$ cat config.mk
export PLATFORM = sky130hd
export DESIGN_NAME = osd_dii_egress_arbiter
export DESIGN_NICKNAME = d
export VERILOG_FILES = /design/src/rtl/osd_dii_egress_arbiter.sv
export SDC_FILE = /design/constraint.sdc
export NUM_CORES = 1
export LEC_CHECK = 0
export CAP_MARGIN = 15
export CORE_ASPECT_RATIO = 0.9
export CORE_MARGIN = 2
export CORE_UTILIZATION = 50
export DETAILED_ROUTE_END_ITERATION = 8
export DONT_BUFFER_PORTS = 1
export REMOVE_ABC_BUFFERS = 1
export SLEW_MARGIN = 20
export SYNTH_ARGS = -nofsm -noshare
export SYNTH_HDL_FRONTEND = slang
export SYNTH_SLANG_ARGS = --single-unit
$ cat constraint.sdc
create_clock -name clk -period 2.9 [get_ports clk]
set_input_delay 0.87 -clock clk [delete_from_list [all_inputs] [get_ports clk]]
set_output_delay 0.87 -clock clk [all_outputs]
set_load 0.01 [all_outputs]
$ cat src/rtl/osd_dii_egress_arbiter.sv
// Packet-level round-robin arbiter sharing one DII egress channel between N sources.
// A grant is held from first flit through last flit; one IDLE arbitration cycle per packet.
module osd_dii_egress_arbiter #(
  parameter int N    = 4,
  parameter int IDXW = $clog2(N)
) (
  input  logic                 clk,
  input  logic                 rst,
  input  logic [N*16-1:0]      in_data,
  input  logic [N-1:0]         in_valid,
  input  logic [N-1:0]         in_first,
  input  logic [N-1:0]         in_last,
  output logic [N-1:0]         in_ready,
  output logic [15:0]          out_data,
  output logic                 out_valid,
  output logic                 out_first,
  output logic                 out_last,
  input  logic                 out_ready,
  output logic [IDXW-1:0]      grant_idx,
  output logic                 busy,
  output logic [15:0]          pkt_count,
  output logic                 err_proto
);

  localparam int unsigned NU = N;

  typedef enum logic {
    IDLE,
    ACTIVE
  } state_t;

  state_t          state;
  logic [IDXW-1:0] ptr;
  logic [IDXW-1:0] winner;
  logic            any_req;
  logic            first_done;
  logic [N-1:0]    req;
  logic            xfer;

  assign req  = in_valid & in_first;
  assign busy = (state == ACTIVE);
  assign xfer = out_valid & out_ready;

  // Scan ptr+1 .. ptr+N modulo N; the first set request wins, so the
  // port that just finished (ptr) is considered last.
  always_comb begin
    int unsigned idx;
    any_req = 1'b0;
    winner  = ptr;
    for (int unsigned k = 1; k <= NU; k++) begin
      idx = (32'(ptr) + k) % NU;
      if (!any_req && req[idx]) begin
        any_req = 1'b1;
        winner  = IDXW'(idx);
      end
    end
  end

  always_comb begin
    out_data  = '0;
    out_valid = 1'b0;
    out_first = 1'b0;
    out_last  = 1'b0;
    in_ready  = '0;
    if (state == ACTIVE) begin
      out_data            = in_data[16*grant_idx +: 16];
      out_valid           = in_valid[grant_idx];
      out_first           = in_first[grant_idx];
      out_last            = in_last[grant_idx];
      in_ready[grant_idx] = out_ready;
    end
  end

  always_ff @(posedge clk) begin
    if (rst) begin
      state      <= IDLE;
      grant_idx  <= '0;
      ptr        <= IDXW'(N - 1);
      pkt_count  <= '0;
      err_proto  <= 1'b0;
      first_done <= 1'b0;
    end else begin
      unique case (state)
        IDLE: begin
          if (|(in_valid & ~in_first)) err_proto <= 1'b1;
          if (any_req) begin
            grant_idx  <= winner;
            state      <= ACTIVE;
            first_done <= 1'b0;
          end
        end
        ACTIVE: begin
          if (xfer) begin
            first_done <= 1'b1;
            // A second first-flit inside one grant is still forwarded, only flagged.
            if (out_first && first_done) err_proto <= 1'b1;
            if (out_last) begin
              state     <= IDLE;
              ptr       <= grant_idx;
              pkt_count <= pkt_count + 16'd1;
            end
          end
        end
        default: state <= IDLE;
      endcase
    end
  end

endmodule
* Yosys cells after proc, flatten, opt, wreduce, memory -nomap -nowiden *
Index checks and enable logic that the tools add are counted.

storage, ports and cells
  register bits after elaboration = 23
  logic and storage cells = 81

operators by class
  add/sub/neg operators = 5
  order comparisons = 6
  equality and inequality tests = 4
  shift-type cells = 1
  multiplexer cells = 40
  bitwise operators = 6
  reduce and logical (&&, ||, !) cells = 13

operators by type and width
  kind                                                                          count
  64-bit by 7-bit variable part select with 16-bit output                       1
  1-bit 2-to-1 mux                                                              23
  16-bit by 1-bit adder with 16-bit output, second input constant               1
  16-bit 2-to-1 mux                                                             1
  2-bit by 3-bit less-than comparator with 1-bit output, second input constant  5
  1-bit binary-select mux with 2-bit select                                     7
  4-bit bitwise AND                                                             3
  2-bit 2-to-1 mux                                                              4
  1-bit one-hot mux with 2 select lines                                         3
  3-bit AND reduction                                                           2
  1-bit logical AND                                                             5
  2-bit by 1-bit adder with 2-bit output, second input constant                 2
  2-bit adder, second input constant                                            2
  4-bit 2-to-1 mux                                                              1
  2-bit by 1-bit != test with 1-bit output, second input constant               2
  2-bit != test, second input constant                                          2
  4-bit NOT                                                                     1
  2-bit AND reduction                                                           2
  4-bit OR reduction                                                            1
  1-bit logical NOT                                                             3
  1-bit demux with 2-bit select                                                 1
  2-bit by 1-bit >= comparator with 1-bit output, second input constant         1
  1-bit bitwise AND                                                             1
  1-bit NOT                                                                     1

* Depth between registers and ports, before layout *
Gate-level depths: netlist of the first run.

  depth after elaboration = 15
  gate-level depth with buffers = 7

* Least setup slack after synthesis of the first run *
No wires, ideal clock.

  path type = register to output
  start = register grant_idx[0]
  end = output port out_data[0]
  arrival time = 1.784 ns
  data required time = 2.030 ns
  slack = 0.246 ns
  cell stages (with the launch flop) = 5
  path through = dfxtp_1 -> buf_4 -> clkbuf_1 -> mux4_2 -> and2_1

between the ends
  cells in the longest elaborated chain, start to end = 2

RTL lines
  item                                                     line  RTL
  from (decl)                                              19    output logic [IDXW-1:0] grant_idx,
  from (signal assigned)                                   87    grant_idx <= winner;
  64-bit by 7-bit variable part select with 16-bit output  66    out_data = in_data[16*grant_idx +: 16];
  16-bit 2-to-1 mux                                        65    if (state == ACTIVE) begin
  to (decl)                                                14    output logic [15:0] out_data,

Every way passes these cells.

* Worst setup path after layout of the first run *
  start = register grant_idx[1]
  end = output port out_data[11]

The elaborated chain is that of the path after synthesis.

==> flow_summary_export.csv, run 1 <==
group,metric,value,unit
power,power_frac_seq,44.8,%
clocking,cts.sinks,23,
detailed_routing,drc,0,
critical_path,worst-path-max-fanout,11,
synthesis,ys_top_cells_by_area,"dfxtp_1 (27%), mux4_2 (23%), and2_1 (6.9%)",
synthesis,yosys.area.top_type,"dfxtp_1",
power,comb_power_share,29.3,%
floorplan,io_pins,122,
finish,antenna_cells,0,
detailed_routing,num_vias,1559,
floorplan,initial_utilization,51.6,%
detailed_routing,drt_wl_total,4940,um
power,swShare,29.9,%
synthesis,synth_top_cell_area_share,26.6,%
clocking,cts_setup_buffers,0,
power,clkPwrFrac,25.9,%
synthesis,yosys.cell_types.count,38,
placement,gp_congestion,0.815,
synthesis,yosysWarnings,0,
floorplan,placementRows,20,
global_route,grt_pass1_vias,1572,
floorplan,coreArea,3350,um2
timing,finalHoldViolations,0,
clocking,clock_latency,0.26,ns
synthesis,synth_edf_count,0,
finish,final_nets,273,
global_route,grtUsageTotal,24.7,%
power,max-vdd-ir-drop,0.000220,V
synthesis,synthArstFlopShare,0,%
placement,post-place-cells,232,
synthesis,yosys.cell_count.top_type,"dfxtp_1",
detailed_routing,ant_nets,0,
finish,syn2layout_area_growth,5.43,%
critical_path,cp_slowest_stage_delay,0.66,ns
clocking,clk_pin_slew_worst_paths,0.08,ns
global_route,grt_start_max_net_pins,25,
power,p_leak,0.588,nW
clocking,htreeDepth,1,
power,power.internal,0.000536,W
clocking,cts_hold_buffers,0,
timing,rsz0062_at_grt,"no",
clocking,cts_tree,"built",
synthesis,ys_seq_area_share,26.6,%
clocking,clockBufferDepth,2,
floorplan,die_x,66.0,um
synthesis,synth_ff_type,"dfxtp_1",
synthesis,synth_common_cells,"dfxtp_1 (23), and2_1 (19), mux4_2 (18)",
critical_path,worstSetupPathType,"reg -> out",
synthesis,synth_cells,195,
detailed_routing,wl_per_cell,20.9,um
timing,finalCritPeriodShare,89.8,%
finish,drive_gt1_share,16.1,%
power,p_switching,0.000229,W
critical_path,critical-path-top-delay-family,"flip-flops",
power,power.density,420,nW/um2
global_route,grt_pass1_wl,7450,um
timing,clock_skew,0.00746,ns
finish,register_area,460,um2
status,status,"complete, no violations",
finish,fin_cells,236,
critical_path,cp-start-kind,"flip-flop",
timing,drv_slew,0,
finish,fillers,336,
synthesis,syn_area_per_cell,8.87,um2
detailed_routing,drtPass1Iterations,4,
critical_path,worstPathArrival,1.73,ns
hold_path,hold_path.class,"reg -> reg",
floorplan,design.die.area,3950,um2
synthesis,syn_area,1730,um2
critical_path,slowest_stage,"dfxtp_1",
placement,port_buffers,0,
timing,max_freq,0.384,GHz
global_route,grt_remaining_overflow,0,
critical_path,required,2.03,ns
global_route,antenna_found_initial,0,
floorplan,die_height,59.8,um
run,cap_violations,0,
detailed_routing,viasPerCell,6.61,
synthesis,yosys_register_bits,23,
timing,setup_violations,0,
finish,multi_input_area,1180,um2
detailed_routing,dr.first_iter.drc_count,78,
timing,tns,0,ns
critical_path,path_cells,"buf_4 -> mux4_2 -> and2_1",
clocking,cts_buffers,3,
placement,dp.final_hpwl,4050,um
clocking,cts-root-buf,"clkbuf_8",
clocking,cts_resized,0,
timing,worstMarginPinSlew,0.529,ns
timing,max_slew_margin,64.7,%
timing,fin_crit,2.60,ns
critical_path,worst_setup_path_end_kind,"primary output",
critical_path,critical_path_buf_inv_count,1,
[cell type report]
cell class	instances	share of cell area [%]
Clock buffer	3	2.26
Clock inverter	1	0.275
Inverter	7	1.44
Multi-Input combinational cell	153	65.0
Sequential cell	23	25.3
Tap cell	44	3.02
Timing Repair Buffer	5	2.75
[power groups by stage]
stage | Sequential (W) | Clock, W | Combinational, W
2_1_floorplan | 0.000371 | 0 | 0.000154
3_3_place_gp | 0.000350 | 0 | 0.000219
3_5_place_dp | 0.000350 | 0 | 0.000225
4_1_cts | 0.000343 | 0.000203 | 0.000225
5_1_grt | 0.000345 | 0.000218 | 0.000243
6_report | 0.000343 | 0.000198 | 0.000224
[cell families (layout without fill, tap and decap cells)]
kind of cell	Yosys count	count (layout)	synth area share [%]
xor+xnor	5	5	2.53
flops	23	23	26.6
fa+ha+maj	1	1	0.723
compound gates	41	41	14.7
buf+inv	19	16	4.85
mux	20	20	24.6
simple gates	86	86	26.0
[cell usage in the layout (no fill, tap or decap), types with 5 or more instances in the layout]
master    netlist  routed
mux4_2         18      18
nand2_1        16      16
o21ai_0        10      10
a21oi_1        13      13
inv_1           6       6
nand3_1         8       8
nand2b_1        5       5
and2_1         19      19
dfxtp_1        23      23
nor2_1         17      17
or3_1           8       8
nand4_1         5       5
[final timing paths]
path / from / endpoint / slack, ns / depth (start not counted)
setup / recovery: grant_idx[1]$_SDFFE_PP0P_ / out_data[11] / 0.30 / 3
hold / removal: first_done$_SDFFE_PP0P_ / first_done$_SDFFE_PP0P_ / 0.48 / 2
setup reg to reg: grant_idx[0]$_SDFFE_PP0P_ / pkt_count[13]$_SDFFE_PP0P_ / 0.58 / 6
hold reg to reg: first_done$_SDFFE_PP0P_ / first_done$_SDFFE_PP0P_ / 0.48 / 2
[metrics by stage]
| step | utilization, % | setup WS [ns] | area [um2] | power, W | hold slack (ns) |
|---|---|---|---|---|---|
| 2_1_floorplan | - | 0.0797 | 1670 | 0.000525 | 0.445 |
| 3_3_place_gp | 53.0 | 0.422 | 1780 | 0.000569 | 0.460 |
| 4_1_cts | 54.4 | 0.281 | 1820 | 0.000771 | 0.483 |
| 3_5_place_dp | 53.0 | 0.413 | 1780 | 0.000575 | 0.471 |
| 6_report | 54.4 | 0.296 | 1820 | 0.000765 | 0.480 |
| 5_1_grt | 54.4 | 0.198 | 1820 | 0.000806 | 0.505 |
[state kept, by name (all words and copies together), names as in the netlist]
name and cells:
grant_idx 2, err_proto 1, busy 1, ptr 2, pkt_count 16, first_done 1
[metal layers]
layer / track usage [%] / vias up / share of wire [%]
met3: 6.03 / 4 / 9.3
li1: - / 717 / -
met5: 0 / - / 0
met1: 27.3 / 759 / 36
met4: 6.12 / 0 / 0.71
met2: 47.5 / 79 / 54
[worst min-delay path: stages, from the launching register on]
cell and delay, ns:
dfxtp_1 0.32, nand2b_1 0.06, a21oi_1 0.06
Note: power is estimated with default switching activity, not from simulation.
==> inputs of run 2 (changes only) <==
==> constraint.sdc (replaced) <==
create_clock -name clk -period 2.7 [get_ports clk]
set_input_delay 0.81 -clock clk [delete_from_list [all_inputs] [get_ports clk]]
set_output_delay 0.81 -clock clk [all_outputs]
set_load 0.01 [all_outputs]
==> flow_summary_export.csv, run 2 (synthesis results as in run 1) <==
group,metric,value,unit
detailed_routing,wl_met3,463,um
critical_path,worstPathArrival,1.68,ns
timing,rsz0062_at_grt,"no",
power,fin_total_pwr,0.000820,W
floorplan,die_x,66.0,um
critical_path,timing.rr.end,"pkt_count[15]$_SDFFE_PP0P_",
finish,fillers,319,
critical_path,critical-path-top-delay-family,"multiplexers",
critical_path,slowest_stage,"mux4_2",
clocking,clockBufferDepth,2,
floorplan,initial_utilization,51.6,%
timing,worstMarginPinSlew,0.420,ns
critical_path,cp-start-kind,"flip-flop",
detailed_routing,ant_nets,0,
hold_path,holdPathStages,2,
timing,finalCritPeriodShare,92.2,%
critical_path,path_cells,"buf_12 -> mux4_2 -> and2_1",
detailed_routing,drtPass1Iterations,4,
detailed_routing,wl_per_cell,20.3,um
critical_path,critical_path_buf_inv_count,1,
floorplan,coreArea,3350,um2
finish,top_register,"pkt_count",
floorplan,die_height,59.8,um
critical_path,worst-path-max-fanout,25,
finish,antenna_cells,0,
power,p_switching,0.000242,W
critical_path,rr_worst_depth,5,
global_route,grt_start_max_net_pins,26,
global_route,grt_pass1_wl,7020,um
status,status,"complete, no violations",
power,max-vdd-ir-drop,0.000412,V
clocking,cts-root-buf,"clkbuf_8",
power,power.density,448,nW/um2
power,comb_power_share,29.7,%
finish,final_nets,274,
critical_path,worstSetupPathType,"reg -> out",
critical_path,rrSetupSlack,0.51,ns
global_route,grt_remaining_overflow,0,
clocking,cts_buffers,3,
detailed_routing,route.met2.wl,2420,um
finish,largest_register_ffs,16,
finish,syn2layout_area_growth,5.86,%
timing,fin_crit,2.49,ns
floorplan,io_pins,122,
global_route,grt_pass1_vias,1423,
hold_path,min_to,"first_done$_SDFFE_PP0P_",
clocking,cts.sinks,23,
finish,register_area,460,um2
critical_path,cp_slowest_stage_delay,0.59,ns
clocking,cts_hold_buffers,0,
power,p_leak,0.593,nW
hold_path,hold_path.class,"reg -> reg",
floorplan,design.die.area,3950,um2
clocking,htreeDepth,1,
clocking,cts_setup_buffers,0,
detailed_routing,wl_met1,1880,um
clocking,clock_latency,0.26,ns
placement,port_buffers,0,
detailed_routing,num_vias,1531,
power,power_frac_seq,44.5,%
critical_path,r2r-start,"grant_idx[1]$_SDFFE_PP0P_",
finish,drive_gt1_share,16.6,%
detailed_routing,routed.top_layer,"met4",
global_route,grtUsageTotal,23.7,%
detailed_routing,dr.first_iter.drc_count,88,
clocking,clk_pin_slew_worst_paths,0.08,ns
timing,setup_violations,0,
finish,final_cell_mix,"dfxtp_1 (23), and2_1 (19), mux4_2 (18)",
hold_path,min_from,"first_done$_SDFFE_PP0P_",
critical_path,required,1.89,ns
detailed_routing,drc,0,
clocking,cts_resized,0,
global_route,antenna_found_initial,0,
placement,dp.final_hpwl,3810,um
finish,multi_input_area,1180,um2
power,swShare,29.6,%
timing,finalHoldViolations,0,
power,clkPwrFrac,25.8,%
finish,top_regs,"pkt_count: 16 flops, grant_idx: 2 flops, ptr: 2 flops",
placement,gp_congestion,0.912,
timing,max_freq,0.402,GHz
timing,max_slew_margin,72.0,%
detailed_routing,viasPerCell,6.46,
detailed_routing,drt_wl_total,4800,um
power,power.internal,0.000578,W
timing,drv_slew,0,
run,cap_violations,0,
timing,timing.hold.ws,0.491,ns
timing,clock_skew,0.00412,ns
floorplan,placementRows,20,
clocking,cts_tree,"built",
critical_path,worst_setup_path_end_kind,"primary output",
finish,final_common_cell,"dfxtp_1",
-- run 2: cell types whose count changed in the layout (fill, tap and decap cells not counted), sizes merged --
cell,before,now
buf,5,6
-- run 2: worst max path at each step --
stage | start | endpoint | slack (ns) | cells past startpoint
after global placement | in_last[3] | out_last | 0.34 | 2
after CTS | grant_idx[0]$_SDFFE_PP0P_ | out_last | 0.20 | 3
after global routing | grant_idx[0]$_SDFFE_PP0P_ | out_last | 0.13 | 3
after floorplan | grant_idx[0]$_SDFFE_PP0P_ | out_last | -0.06 | 2
after detailed placement | in_last[3] | out_last | 0.33 | 2
final | grant_idx[0]$_SDFFE_PP0P_ | out_last | 0.21 | 3
-- run 2: layout make-up --
type / count / share of cell area, %
inverters: 7 / 1.44
repair buffers: 6 / 3.14
well taps: 44 / 3.01
clock buffers: 3 / 2.26
flip-flops and latches: 23 / 25.2
multi-input cells: 153 / 64.7
clock inverters: 1 / 0.273
-- run 2: worst register-to-register path, delay by kind of cell, from the launching register on --
family	cells	cell delay, ns
AND/OR/NAND/NOR	2	0.94
flip-flops	1	0.58
AO/OA/AOI/OAI	2	0.42
multiplexers	1	0.19
-- run 2: through the flow --
stage	TNS, ns	utilization, %	instance area (um2)	worst slack (ns)	std cells
floorplan	-0.162	-	1670	-0.0603	183
detailed placement	0	53.2	1780	0.331	233
finish	0	54.6	1830	0.210	237
global placement	0	53.2	1780	0.344	233
global route	0	54.6	1830	0.130	237
CTS	0	54.6	1830	0.197	237
-- run 2: routing by layer --
metal	global-route usage, %	up-vias
li1	-	716
met1	27.7	739
met2	43.4	72
met3	7.16	4
met4	4.37	0
met5	0	-
-- run 2: power groups by stage --
stage	Combinational, W	Clock, W	Sequential (W)
final	0.000244	0.000211	0.000365
after global routing	0.000265	0.000231	0.000367
after CTS	0.000246	0.000219	0.000365
after detailed placement	0.000246	0	0.000373
after global placement	0.000242	0	0.000373
after floorplan	0.000166	0	0.000398
